## config.mk

```make
export PLATFORM = sky130hd
export DESIGN_NAME = uart_rx_fifo_flat
export DESIGN_NICKNAME = d
export VERILOG_FILES = /design/src/rtl/uart_rx_fifo_if.sv /design/src/rtl/uart_rx_fifo.sv /design/src/flat_wrapper.sv
export SDC_FILE = /design/constraint.sdc
export NUM_CORES = 1
export LEC_CHECK = 0
export ABC_AREA = 1
export CORE_MARGIN = 2
export CORE_UTILIZATION = 65
export CTS_CLUSTER_DIAMETER = 150
export CTS_CLUSTER_SIZE = 10
export DETAILED_ROUTE_END_ITERATION = 10
export GPL_TIMING_DRIVEN = 0
export HOLD_SLACK_MARGIN = 0.15
export MAX_ROUTING_LAYER = met4
export PLACE_DENSITY = 0.85
export SETUP_SLACK_MARGIN = 0.02
export SLEW_MARGIN = 25
export SYNTH_ARGS = -nofsm -noshare
export SYNTH_HDL_FRONTEND = slang
export SYNTH_SLANG_ARGS = --single-unit
```

## constraint.sdc

```tcl
create_clock -name br_clk_16 -period 3.3 [get_ports br_clk_16]
set_input_delay 0.66 -clock br_clk_16 [delete_from_list [all_inputs] [get_ports br_clk_16]]
set_output_delay 0.66 -clock br_clk_16 [all_outputs]
set_load 0.1 [all_outputs]
```

## src/rtl/uart_rx_fifo_if.sv

```systemverilog
// Handshake bundle between the UART receiver/CPU side and the uart_rx_fifo byte buffer.
// master drives receive strobes and read requests; slave (the FIFO) returns data and status.
interface uart_rx_fifo_if #(
    parameter int ADDR_W = 4
);
    logic              rx_valid;
    logic [7:0]        rx_data;
    logic              rd_en;
    logic [7:0]        rd_data;
    logic              rd_valid;
    logic              empty;
    logic              full;
    logic [ADDR_W:0]   count;
    logic              irq;
    logic              overrun;

    modport master (
        output rx_valid, rx_data, rd_en,
        input  rd_data, rd_valid, empty, full, count, irq, overrun
    );

    modport slave (
        input  rx_valid, rx_data, rd_en,
        output rd_data, rd_valid, empty, full, count, irq, overrun
    );
endinterface

```

## src/rtl/uart_rx_fifo.sv

```systemverilog
// Circular byte FIFO behind the UART receiver; one write per rx_valid rising edge.
// Optional sticky overrun flag (and irq forcing) enabled by macro UART_RX_FIFO_OVERRUN_EN.
module uart_rx_fifo #(
    parameter int DEPTH      = 16,
    parameter int ADDR_W     = 4,
    parameter int IRQ_THRESH = 1
) (
    input  logic           br_clk_16,
    input  logic           reset,
    uart_rx_fifo_if.slave  bus
);
    localparam logic [ADDR_W:0]   FULL_CNT = DEPTH[ADDR_W:0];
    localparam logic [ADDR_W:0]   IRQ_CNT  = IRQ_THRESH[ADDR_W:0];
    localparam logic [ADDR_W:0]   CNT_ONE  = 1;
    localparam logic [ADDR_W-1:0] PTR_ONE  = 1;

    logic [7:0]        mem_q [DEPTH];
    logic [ADDR_W-1:0] wr_ptr_q, wr_ptr_d;
    logic [ADDR_W-1:0] rd_ptr_q, rd_ptr_d;
    logic [ADDR_W:0]   count_q, count_d;
    logic [7:0]        rd_data_q, rd_data_d;
    logic              rd_valid_q, rd_valid_d;
    logic              rx_valid_dly_q;
    logic              empty, full, wr_req, wr_acc, rd_acc;
`ifdef UART_RX_FIFO_OVERRUN_EN
    logic              overrun_q, overrun_d;
`endif

    always_comb begin
        // NOTE: every combinational output gets a default first so no path can infer a latch.
        wr_ptr_d   = wr_ptr_q;
        rd_ptr_d   = rd_ptr_q;
        count_d    = count_q;
        rd_data_d  = rd_data_q;
        rd_valid_d = 1'b0;

        empty  = (count_q == '0);
        full   = (count_q == FULL_CNT);
        wr_req = bus.rx_valid & ~rx_valid_dly_q;
        rd_acc = bus.rd_en & ~empty;
        // A full FIFO still takes the byte when a read frees a slot in the same cycle.
        wr_acc = wr_req & (~full | rd_acc);

        if (wr_acc) wr_ptr_d = wr_ptr_q + PTR_ONE;
        if (rd_acc) begin
            rd_ptr_d   = rd_ptr_q + PTR_ONE;
            rd_data_d  = mem_q[rd_ptr_q];
            rd_valid_d = 1'b1;
        end

        case ({wr_acc, rd_acc})
            2'b10:   count_d = count_q + CNT_ONE;
            2'b01:   count_d = count_q - CNT_ONE;
            default: count_d = count_q;
        endcase
    end

`ifdef UART_RX_FIFO_OVERRUN_EN
    always_comb begin
        overrun_d = overrun_q | (wr_req & full & ~rd_acc);
    end
`endif

    always_ff @(posedge br_clk_16 or negedge reset) begin
        if (!reset) begin
            // NOTE: sequential state uses non-blocking assignments so all flops update together.
            wr_ptr_q       <= '0;
            rd_ptr_q       <= '0;
            count_q        <= '0;
            rd_data_q      <= 8'h00;
            rd_valid_q     <= 1'b0;
            rx_valid_dly_q <= 1'b0;
`ifdef UART_RX_FIFO_OVERRUN_EN
            overrun_q      <= 1'b0;
`endif
        end else begin
            wr_ptr_q       <= wr_ptr_d;
            rd_ptr_q       <= rd_ptr_d;
            count_q        <= count_d;
            rd_data_q      <= rd_data_d;
            rd_valid_q     <= rd_valid_d;
            rx_valid_dly_q <= bus.rx_valid;
`ifdef UART_RX_FIFO_OVERRUN_EN
            overrun_q      <= overrun_d;
`endif
        end
    end

    // NOTE: storage has no reset; the pointers and count alone define which slots are valid.
    always_ff @(posedge br_clk_16) begin
        if (wr_acc && reset) mem_q[wr_ptr_q] <= bus.rx_data;
    end

    assign bus.rd_data  = rd_data_q;
    assign bus.rd_valid = rd_valid_q;
    assign bus.empty    = empty;
    assign bus.full     = full;
    assign bus.count    = count_q;
`ifdef UART_RX_FIFO_OVERRUN_EN
    assign bus.overrun  = overrun_q;
    assign bus.irq      = (count_q >= IRQ_CNT) | overrun_q;
`else
    assign bus.overrun  = 1'b0;
    assign bus.irq      = (count_q >= IRQ_CNT);
`endif
endmodule

```

## src/flat_wrapper.sv

```systemverilog
// flat-port wrapper written by rule: the top's interface ports become plain ports
module uart_rx_fifo_flat 
#(
    parameter int DEPTH      = 16,
    parameter int ADDR_W     = 4,
    parameter int IRQ_THRESH = 1
)
  (br_clk_16, reset, bus_rx_valid, bus_rx_data, bus_rd_en, bus_rd_data, bus_rd_valid, bus_empty, bus_full, bus_count, bus_irq, bus_overrun);
  uart_rx_fifo_if #(.ADDR_W(ADDR_W)) bus_i ();
  input  logic br_clk_16;
  input  logic reset;
  input wire logic [$bits(bus_i.rx_valid)-1:0] bus_rx_valid;
  input wire logic [$bits(bus_i.rx_data)-1:0] bus_rx_data;
  input wire logic [$bits(bus_i.rd_en)-1:0] bus_rd_en;
  output wire logic [$bits(bus_i.rd_data)-1:0] bus_rd_data;
  output wire logic [$bits(bus_i.rd_valid)-1:0] bus_rd_valid;
  output wire logic [$bits(bus_i.empty)-1:0] bus_empty;
  output wire logic [$bits(bus_i.full)-1:0] bus_full;
  output wire logic [$bits(bus_i.count)-1:0] bus_count;
  output wire logic [$bits(bus_i.irq)-1:0] bus_irq;
  output wire logic [$bits(bus_i.overrun)-1:0] bus_overrun;
  assign bus_i.rx_valid = bus_rx_valid;
  assign bus_i.rx_data = bus_rx_data;
  assign bus_i.rd_en = bus_rd_en;
  assign bus_rd_data = bus_i.rd_data;
  assign bus_rd_valid = bus_i.rd_valid;
  assign bus_empty = bus_i.empty;
  assign bus_full = bus_i.full;
  assign bus_count = bus_i.count;
  assign bus_irq = bus_i.irq;
  assign bus_overrun = bus_i.overrun;
  uart_rx_fifo #(.DEPTH(DEPTH), .ADDR_W(ADDR_W), .IRQ_THRESH(IRQ_THRESH)) u_core (.br_clk_16(br_clk_16), .reset(reset), .bus(bus_i));
endmodule
```

Yosys cells after proc, flatten, opt, wreduce, memory -nomap -nowiden:

Memories as Yosys holds them, arrays and structs flattened. A register that Yosys moved wholly into a read port is not among the register bits.
Index checks and enable logic that the tools add are counted.

* register bits after elaboration: 15
* RAM bits: 128
* input bits: 12
* output and inout bits: 18
* memories: 1

Memory list
* u_core.mem_q: depth 16, bits a word 8, read ports 1, clocked after memory_dff 1, wr ports 1, RTL line uart_rx_fifo.sv:17 `logic [7:0] mem_q [DEPTH];`

* add/subtract/negate cells: 4
* magnitude comparators: 1
* equality and inequality tests: 3
* multiplexer cells: 4
* bitwise operators: 7
* reductions and logical operators: 4

Operators by type and width (count)
* 5-bit one-hot mux with 2 select lines: 1
* 4-bit by 1-bit adder with 4-bit output (second input constant): 2
* 5-bit by 1-bit adder with 5-bit output (second input constant): 1
* 5-bit equality test (second input constant): 1
* 5-bit by 1-bit greater-or-equal comparator with 1-bit output (second input constant): 1
* 5-bit zero test: 1
* 5-bit by 1-bit subtractor with 5-bit output (second input constant): 1
* 1-bit AND: 3
* 1-bit 2-to-1 mux: 3
* 1-bit NOT: 3
* 2-bit by 1-bit equality test with 1-bit output (second input constant): 1
* 2-bit equality test (second input constant): 1
* 2-bit nonzero test: 1
* 1-bit logical AND: 1
* 1-bit zero test: 1
* 1-bit OR: 1

Logic depth before layout (Yosys ltp):

Gate-level depths: netlist (run 1).

* depth after elaboration: 8
* gate-level depth with buffers: 14

Worst setup path before layout (run 1):

Ideal clock, no wire load.

* path type: register to output
* start: register u_core.count_q[0], in the netlist u_core.bus.count[0]
* end: output bus_full
* arrival time: 2554 ps
* slack: 86 ps
* cell stages (with the launch flop): 5
* cells stage by stage: dfrtp_1 inv_1 ha_1 nand2_1 nor2_1

* cells in the longest elaborated chain, start to end: 1

RTL lines
* from (decl): RTL line uart_rx_fifo.sv:20 `logic [ADDR_W:0] count_q, count_d;`
* from (signal assigned): RTL line uart_rx_fifo.sv:79 `count_q <= count_d;`
* 5-bit equality test: RTL line uart_rx_fifo.sv:38 `full = (count_q == FULL_CNT);`
* to (decl): RTL line flat_wrapper.sv:18 `output wire logic [$bits(bus_i.full)-1:0] bus_full;`

No other way between the ends.

Worst setup path in the final report (run 1):

Same ends and word-level chain as after synthesis.

==> impl_results.md, run 1 <==
* Drt drc at 0
* Buffers on Ports at 28
* Die area at 0.0111 mm²
* Syn nets at 682
* Met2 usage at 49.4%
* Largest net degree at the start of global routing at 28
* Cell Area, Synth at 0.00671 mm²
* Total wire length at approximately 16 mm
* Async SR Flop Fraction at 15.2%
* Synth warnings at 0
* Die width at 106 µm
* Top post-synthesis cells by count: nand2_1, edfxtp_1, inv_1, nand3_1
* Seq pwr share at between 30% and 40%
* Unrepaired setup endpoints after global routing: no
* Critical path class: reg -> out
* Crit path DAT at 2420 ps
* Fin cells at 857
* Max_slew headroom at 32.5%
* Biggest area consumer among synthesized cells: edfxtp_1
* Worst slew pin tran at a little over 1000 ps
* Register area share after synthesis at 65.9%
* Final number of setup-violating endpoints at 0
* Total GRT Usage at 30.8%
* DR iter-0 viols at 476
* Clk slew on worst S/H paths at approximately 60 ps
* CP startpoint kind: flop
* CTS tree: done
* Crit-path max FO at 5
* Placed inst area at between 0.007 and 0.008 mm²
* Register area at ~0.0044 mm²
* Share of cells above drive strength 1 at between 8 and 9%
* Mapped Cells at 660
* Vias per inst at ~5.6
* Final WS setup at 223 ps
* Initial Util at 65.8%
* Peak supply drop at approximately 0.47 mV
* Final Wtd Congestion at between 0.9 and 1
* Register bit total from synthesis at 151
* Final Hold Fails at 0
* Leakage power at ~3.4 nW
* DIE HEIGHT at 106 µm
* F_max at 0.325 GHz
* Yosys top cell area share at 57.3%
* Layer with the highest usage: met2
* Max-cap violations at 0
* CP startpoint: u_core.bus.count[0]$_DFFE_PN0P_
* Clk sinks at approximately 150
* Area Overhead vs Synth at 15.7%
* Top cells by area, synth: edfxtp_1, nand2_1, dfrtp_1
* Critical Path RT at 2640 ps
* Power Dens Cells at 929 mW/mm²
* Vias in the first global route at 4,738
* Antenna-violating nets left at 0
* Unique masters post-synth at 23
* CTS Buf Count at 17
* CTS root buf: clkbuf_8
* P_sw at 2.96 mW
* Ant diodes at 0
* Final instance area at 0.00776 mm²
* M1 GR Usage at between 30% and 40%
* Met3 usage at approximately 7.5%
* Post-Place Setup Slack at 425 ps
* Post-CTS Setup Bufs at 0
* Pint at between 4 and 5 mW
* Area of the multi-input gates at 0.00169 mm²
* Ports at 30
* Comb pwr share at ~40%
* Synth Area per Inst at 10.2 µm²
* Initial antenna violation count at 0
* Post-Place Cells at 824
* WL/cell at 18.1 µm
* Final Max Tran Viols at 0
* Core ar. at ~0.01 mm²
* Synth Flop Type: edfxtp_1
* Clk_skew at 7.38 ps
* Total Nets Final at 730
* Routed via count at 4,789
* Detailed Place HPWL at 10.1 mm
* RR Startpoint: u_core.bus.count[0]$_DFFE_PN0P_
* Clock Power Share at 26.8%
* Sw Share at ~41%
* Minimum clock period at 3080 ps
* EDFF count, synth at approximately 130
* Most frequent cell after synthesis: nand2_1
* Row count at 37
* Fin crit share at 93.2%
* Status: completed
* Hold Crit Start: u_core.bus.rd_data[6]$_DFFE_PN0P_
* Clk buf depth at 2
* First-pass DRT Iterations at 5
* First-pass GRT wire length at 24.5 mm
* GRT overflow at 0
* Crit. End Element: primary output
* Hold Path Class: reg -> reg
* H-tree depth at 4
* Worst-Skew Late Latency at 540 ps
* Fillers at around 650
-- power groups by stage --
stage / clock network (mW) / logic (mW) / registers (mW)
after floorplan: 0 / 1.46 / 2.98
after global placement: 0 / 2.74 / 2.41
after detailed placement: 0 / 2.82 / 2.42
after CTS: 1.93 / 2.85 / 2.38
final: 1.93 / 2.89 / 2.38
after global routing: 2.00 / 3.10 / 2.40
-- layer usage --
layer / vias to the layer above / wire (µm)
li1: 2209 / -
met1: 2294 / 5970
met2: 240 / 7820
met3: 46 / 1240
met4: 0 / 519
met5: - / 0
-- worst paths after layout --
| kind | to | slack, ps | cells past startpoint |
|---|---|---|---|
| min | u_core.bus.rd_data[6]$_DFFE_PN0P_ | 480 | 2 |
| min in group asynchronous | u_core.bus.rd_data[7]$_DFFE_PN0P_ | 690 | 2 |
| max in group asynchronous | u_core.rd_ptr_q[3]$_DFFE_PN0P_ | 2230 | 2 |
| max reg2reg | u_core.mem_q[12][1]$_DFFE_PP_ | 710 | 7 |
| min reg2reg | u_core.bus.rd_data[6]$_DFFE_PN0P_ | 480 | 2 |
| max | bus_full | 220 | 5 |
-- registers in the layout, indices dropped and copies added, names as in the netlist --
name,cells
u_core.bus.rd_valid,1
u_core.rd_ptr_q,4
u_core.rx_valid_dly_q,1
u_core.wr_ptr_q,4
u_core.bus.rd_data,8
u_core.mem_q,128
u_core.bus.count,5
-- logic make-up after synthesis --
logic type	Yosys count	synth area share, %
compound gates	8	0.653
xor+xnor	11	1.44
fa+ha+maj	10	1.87
buf+inv	142	8.94
flops	151	65.9
other cells	1	0.0559
simple gates	337	21.2
-- metrics by stage --
stage | TNS, ps | hold slack, ps | total power [mW] | utilization, %
2_1_floorplan | 0 | 364 | 4.44 | -
3_3_place_gp | -2120 | 467 | 5.15 | 70.3
3_5_place_dp | 0 | 465 | 5.24 | 70.2
4_1_cts | 0 | 482 | 7.16 | 76.1
5_1_grt | 0 | 521 | 7.51 | 76.2
6_report | 0 | 478 | 7.21 | 76.2
-- cells in the final DEF, fill, tap and decap left out, drive strengths merged --
cell type and count:
nand2 207, edfxtp 128, inv 115, nand3 103, clkbuf 29, clkdlybuf4s50 24
nor2 24, buf 24, dfrtp 23, ha 10, xor2 9, o21ai 5
clkinv 5, nand4 3, a21oi 3, xnor2 2, bufinv 2, dlygate4sd2 2
conb 1, dlygate4sd3 1, dlymetal6s2s 1
-- worst max-delay path, cell delays in order (launching register included) --
cell and delay (ps):
dfrtp_1 440, inv_1 170, ha_1 220, nand2_1 70, nor2_1 110, dlygate4sd2_1 860
-- cell type report --
type | instances | share of cell area, %
multi-input cells | 367 | 21.8
inverters | 115 | 5.57
well taps | 136 | 2.19
clock buffers | 25 | 6.53
repair buffers | 29 | 3.68
clock inverters | 7 | 1.13
flip-flops and latches | 151 | 57.0
plain buffers | 27 | 2.16
-- timing repair --
action                                  CTS  global route
hold endpoints to repair                 23             0
pin swaps                                 0             0
resized for setup                         2             1
endpoints found under the setup margin    2             1
hold buffers                              1             0
(Power assumes the default switching activity.)
==> run 2: changes to the inputs <==
CELL_PAD_IN_SITES_DETAIL_PLACEMENT = 1   (was default)
CELL_PAD_IN_SITES_GLOBAL_PLACEMENT = 1   (was default)
CORE_UTILIZATION = 51   (was 65)
PLACE_DENSITY = default   (was 0.85)
PLACE_DENSITY_LB_ADDON = 0.1   (was default)
==> impl_results.md, run 2 (synthesis gave the netlist of run 1 again) <==
* Status: completed
* Clk_skew at 8.93 ps (+1.55 ps)
* WL/cell at 19.6 µm (+8.2%)
* DIE HEIGHT at 119 µm (+12%)
* H-tree depth at 4 (unchanged)
* Critical path class: reg -> out
* Hold Path Class: in -> async
* Die width at 119 µm (+12%)
* First-pass DRT Iterations at 4 (-1)
* Largest net degree at the start of global routing at 28 (unchanged)
* Reg2Reg Depth at 14 (+7)
* F_max at 0.325 GHz (+0.10%)
* Area Overhead vs Synth at 15.7% (about the same)
* Final WS setup at 226 ps (+3.18 ps)
* Capturing point of the worst reg2reg path: u_core.bus.count[4]$_DFFE_PN0P_
* Hold Slack at 251 ps (-227 ps)
* Die area at 0.0141 mm² (+26%)
* Util after Layout at 61.0% (-15 points)
* CP endpoint: bus_irq
* Final Wtd Congestion at 0.859 (-9.7%)
* Total wire length at 17.5 mm (+12%)
* Commonest non-fill, non-tap cells in the layout: nand2_1, edfxtp_1, inv_1
* Share of cells above drive strength 1 at 7.80% (-0.38 points)
* Vias per inst at 5.21 (-6.7%)
* Crit-path max FO at 6 (+1)
* Total Nets Final at 729 (-0.14%)
* Critical Path RT at 2640 ps (about the same)
* Ports at 30 (unchanged)
* Worst slew pin tran at 986 ps (-22.8 ps)
* RR Startpoint: u_core.bus.count[0]$_DFFE_PN0P_
* Initial Util at 52.7% (-13 points)
* Final number of setup-violating endpoints at 0 (unchanged)
* Unrepaired setup endpoints after global routing: no
* Vias in the first global route at 5,000 (+5.5%)
* Clk sinks at 151 (unchanged)
* CTS Buf Count at 17 (unchanged)
* CP startpoint kind: flop
* CTS tree: done
* Final Hold Fails at 0 (unchanged)
* Max-cap violations at 0 (unchanged)
* Reg2reg setup slack at 670 ps (-40 ps)
* Drt drc at 0 (unchanged)
* Fillers at 1,446 (+120%)
* Minimum clock period at 3070 ps (-3.18 ps)
* DR iter-0 viols at 346 (-27%)
* Clk slew on worst S/H paths at 60 ps (about the same)
* Row count at 41 (+11%)
* Peak supply drop at 0.519 mV (+11%)
* Total GRT Usage at 27.9% (-2.9 points)
* First-pass GRT wire length at 27.7 mm (+13%)
* Crit path DAT at 2410 ps (about the same)
* Clk buf depth at 2 (unchanged)
* CTS root buf: clkbuf_16
* Final Max Tran Viols at 0 (unchanged)
* Worst-Skew Late Latency at 430 ps (-110 ps)
* Post-Place Setup Slack at 390 ps (-35.5 ps)
* Crit. End Element: primary output
* Setup TNS at 0 ps (unchanged)
* Most flops, register: u_core.mem_q
* CTS Hold Bufs at 0 (-1)
* Detailed Place HPWL at 12.1 mm (+20%)
* Max reg flops at 128 (unchanged)
* Antenna-violating nets left at 0 (unchanged)
* Ant diodes at 0 (unchanged)
* Routed via count at 4,641 (-3.1%)
* Most common cell after layout, fill and taps aside: nand2_1
* GRT overflow at 0 (unchanged)
* Buffers on Ports at 28 (unchanged)
* CP startpoint: u_core.bus.count[1]$_DFFE_PN0P_
* Power Dens Cells at 928 mW/mm² (-0.13%)
* Pwr Total at 7.20 mW (about the same)
* Max_slew headroom at 34.1% (+1.5 points)
* Fin crit share at 93.1% (-0.096 points)
* Core ar. at 0.0127 mm² (+25%)
* Initial antenna violation count at 0 (unchanged)
* Leakage power at 3.42 nW (-0.48%)
==> run 2: stage by stage <==
| step | instance area [µm²] | std cells |
|---|---|---|
| 5_1_grt | 7760 | 890 |
| 4_1_cts | 7760 | 890 |
| 6_report | 7760 | 890 |
| 3_3_place_gp | 7200 | 860 |
| 3_5_place_dp | 7200 | 860 |
| 2_1_floorplan | 6710 | 660 |
==> run 2: timing repair <==
action                                  4_1_cts  5_1_grt
endpoints found under the hold margin         0        0
resized for setup                             1        1
setup buffers                                 0        0
pin swaps                                     0        0
endpoints found under the setup margin        1        1
==> run 2: layout make-up <==
type	instances	area (µm²)	share of cell area (%)
flip-flops and latches	151	4420	56.9
inverters	115	432	5.56
clock buffers	17	425	5.48
plain buffers	27	168	2.16
multi-input cells	367	1690	21.7
well taps	172	215	2.77
repair buffers	28	277	3.56
clock inverters	13	139	1.79
==> run 2: report_power, final <==
part           switching, mW  internal [mW]  total [mW]  leakage, nW
combinational           2.14          0.796        2.93         1.72
clock                  0.723           1.16        1.88        0.272
sequential             0.137           2.25        2.39         1.43
total                   3.00           4.20        7.20         3.42
==> run 2: worst min-delay path by stage <==
stage | start | slack [ps] | endpoint | cells after the start
after floorplan | reset | 360 | u_core.bus.count[0]$_DFFE_PN0P_ | 0
after global placement | u_core.bus.rd_data[2]$_DFFE_PN0P_ | 470 | u_core.bus.rd_data[2]$_DFFE_PN0P_ | 2
after detailed placement | u_core.bus.rd_data[7]$_DFFE_PN0P_ | 470 | u_core.bus.rd_data[7]$_DFFE_PN0P_ | 2
after CTS | reset | 260 | u_core.bus.count[3]$_DFFE_PN0P_ | 1
after global routing | reset | 300 | u_core.bus.count[2]$_DFFE_PN0P_ | 1
final | reset | 250 | u_core.bus.count[3]$_DFFE_PN0P_ | 1
==> run 2: worst max-delay path, stage by stage (launching register included) <==
cell	delay, ps
dfrtp_1	430
inv_1	130
ha_1	160
a21oi_1	60
nand4_1	80
clkdlybuf4s50_1	1130
==> run 2: metal layers <==
metal | GRT usage (%) | up-vias | part of all wire [%]
li1 | - | 2206 | -
met1 | 34.0 | 2260 | 42
met2 | 45.5 | 135 | 50
met3 | 5.36 | 40 | 5.0
met4 | 11.8 | 0 | 2.7
met5 | - | - | 0
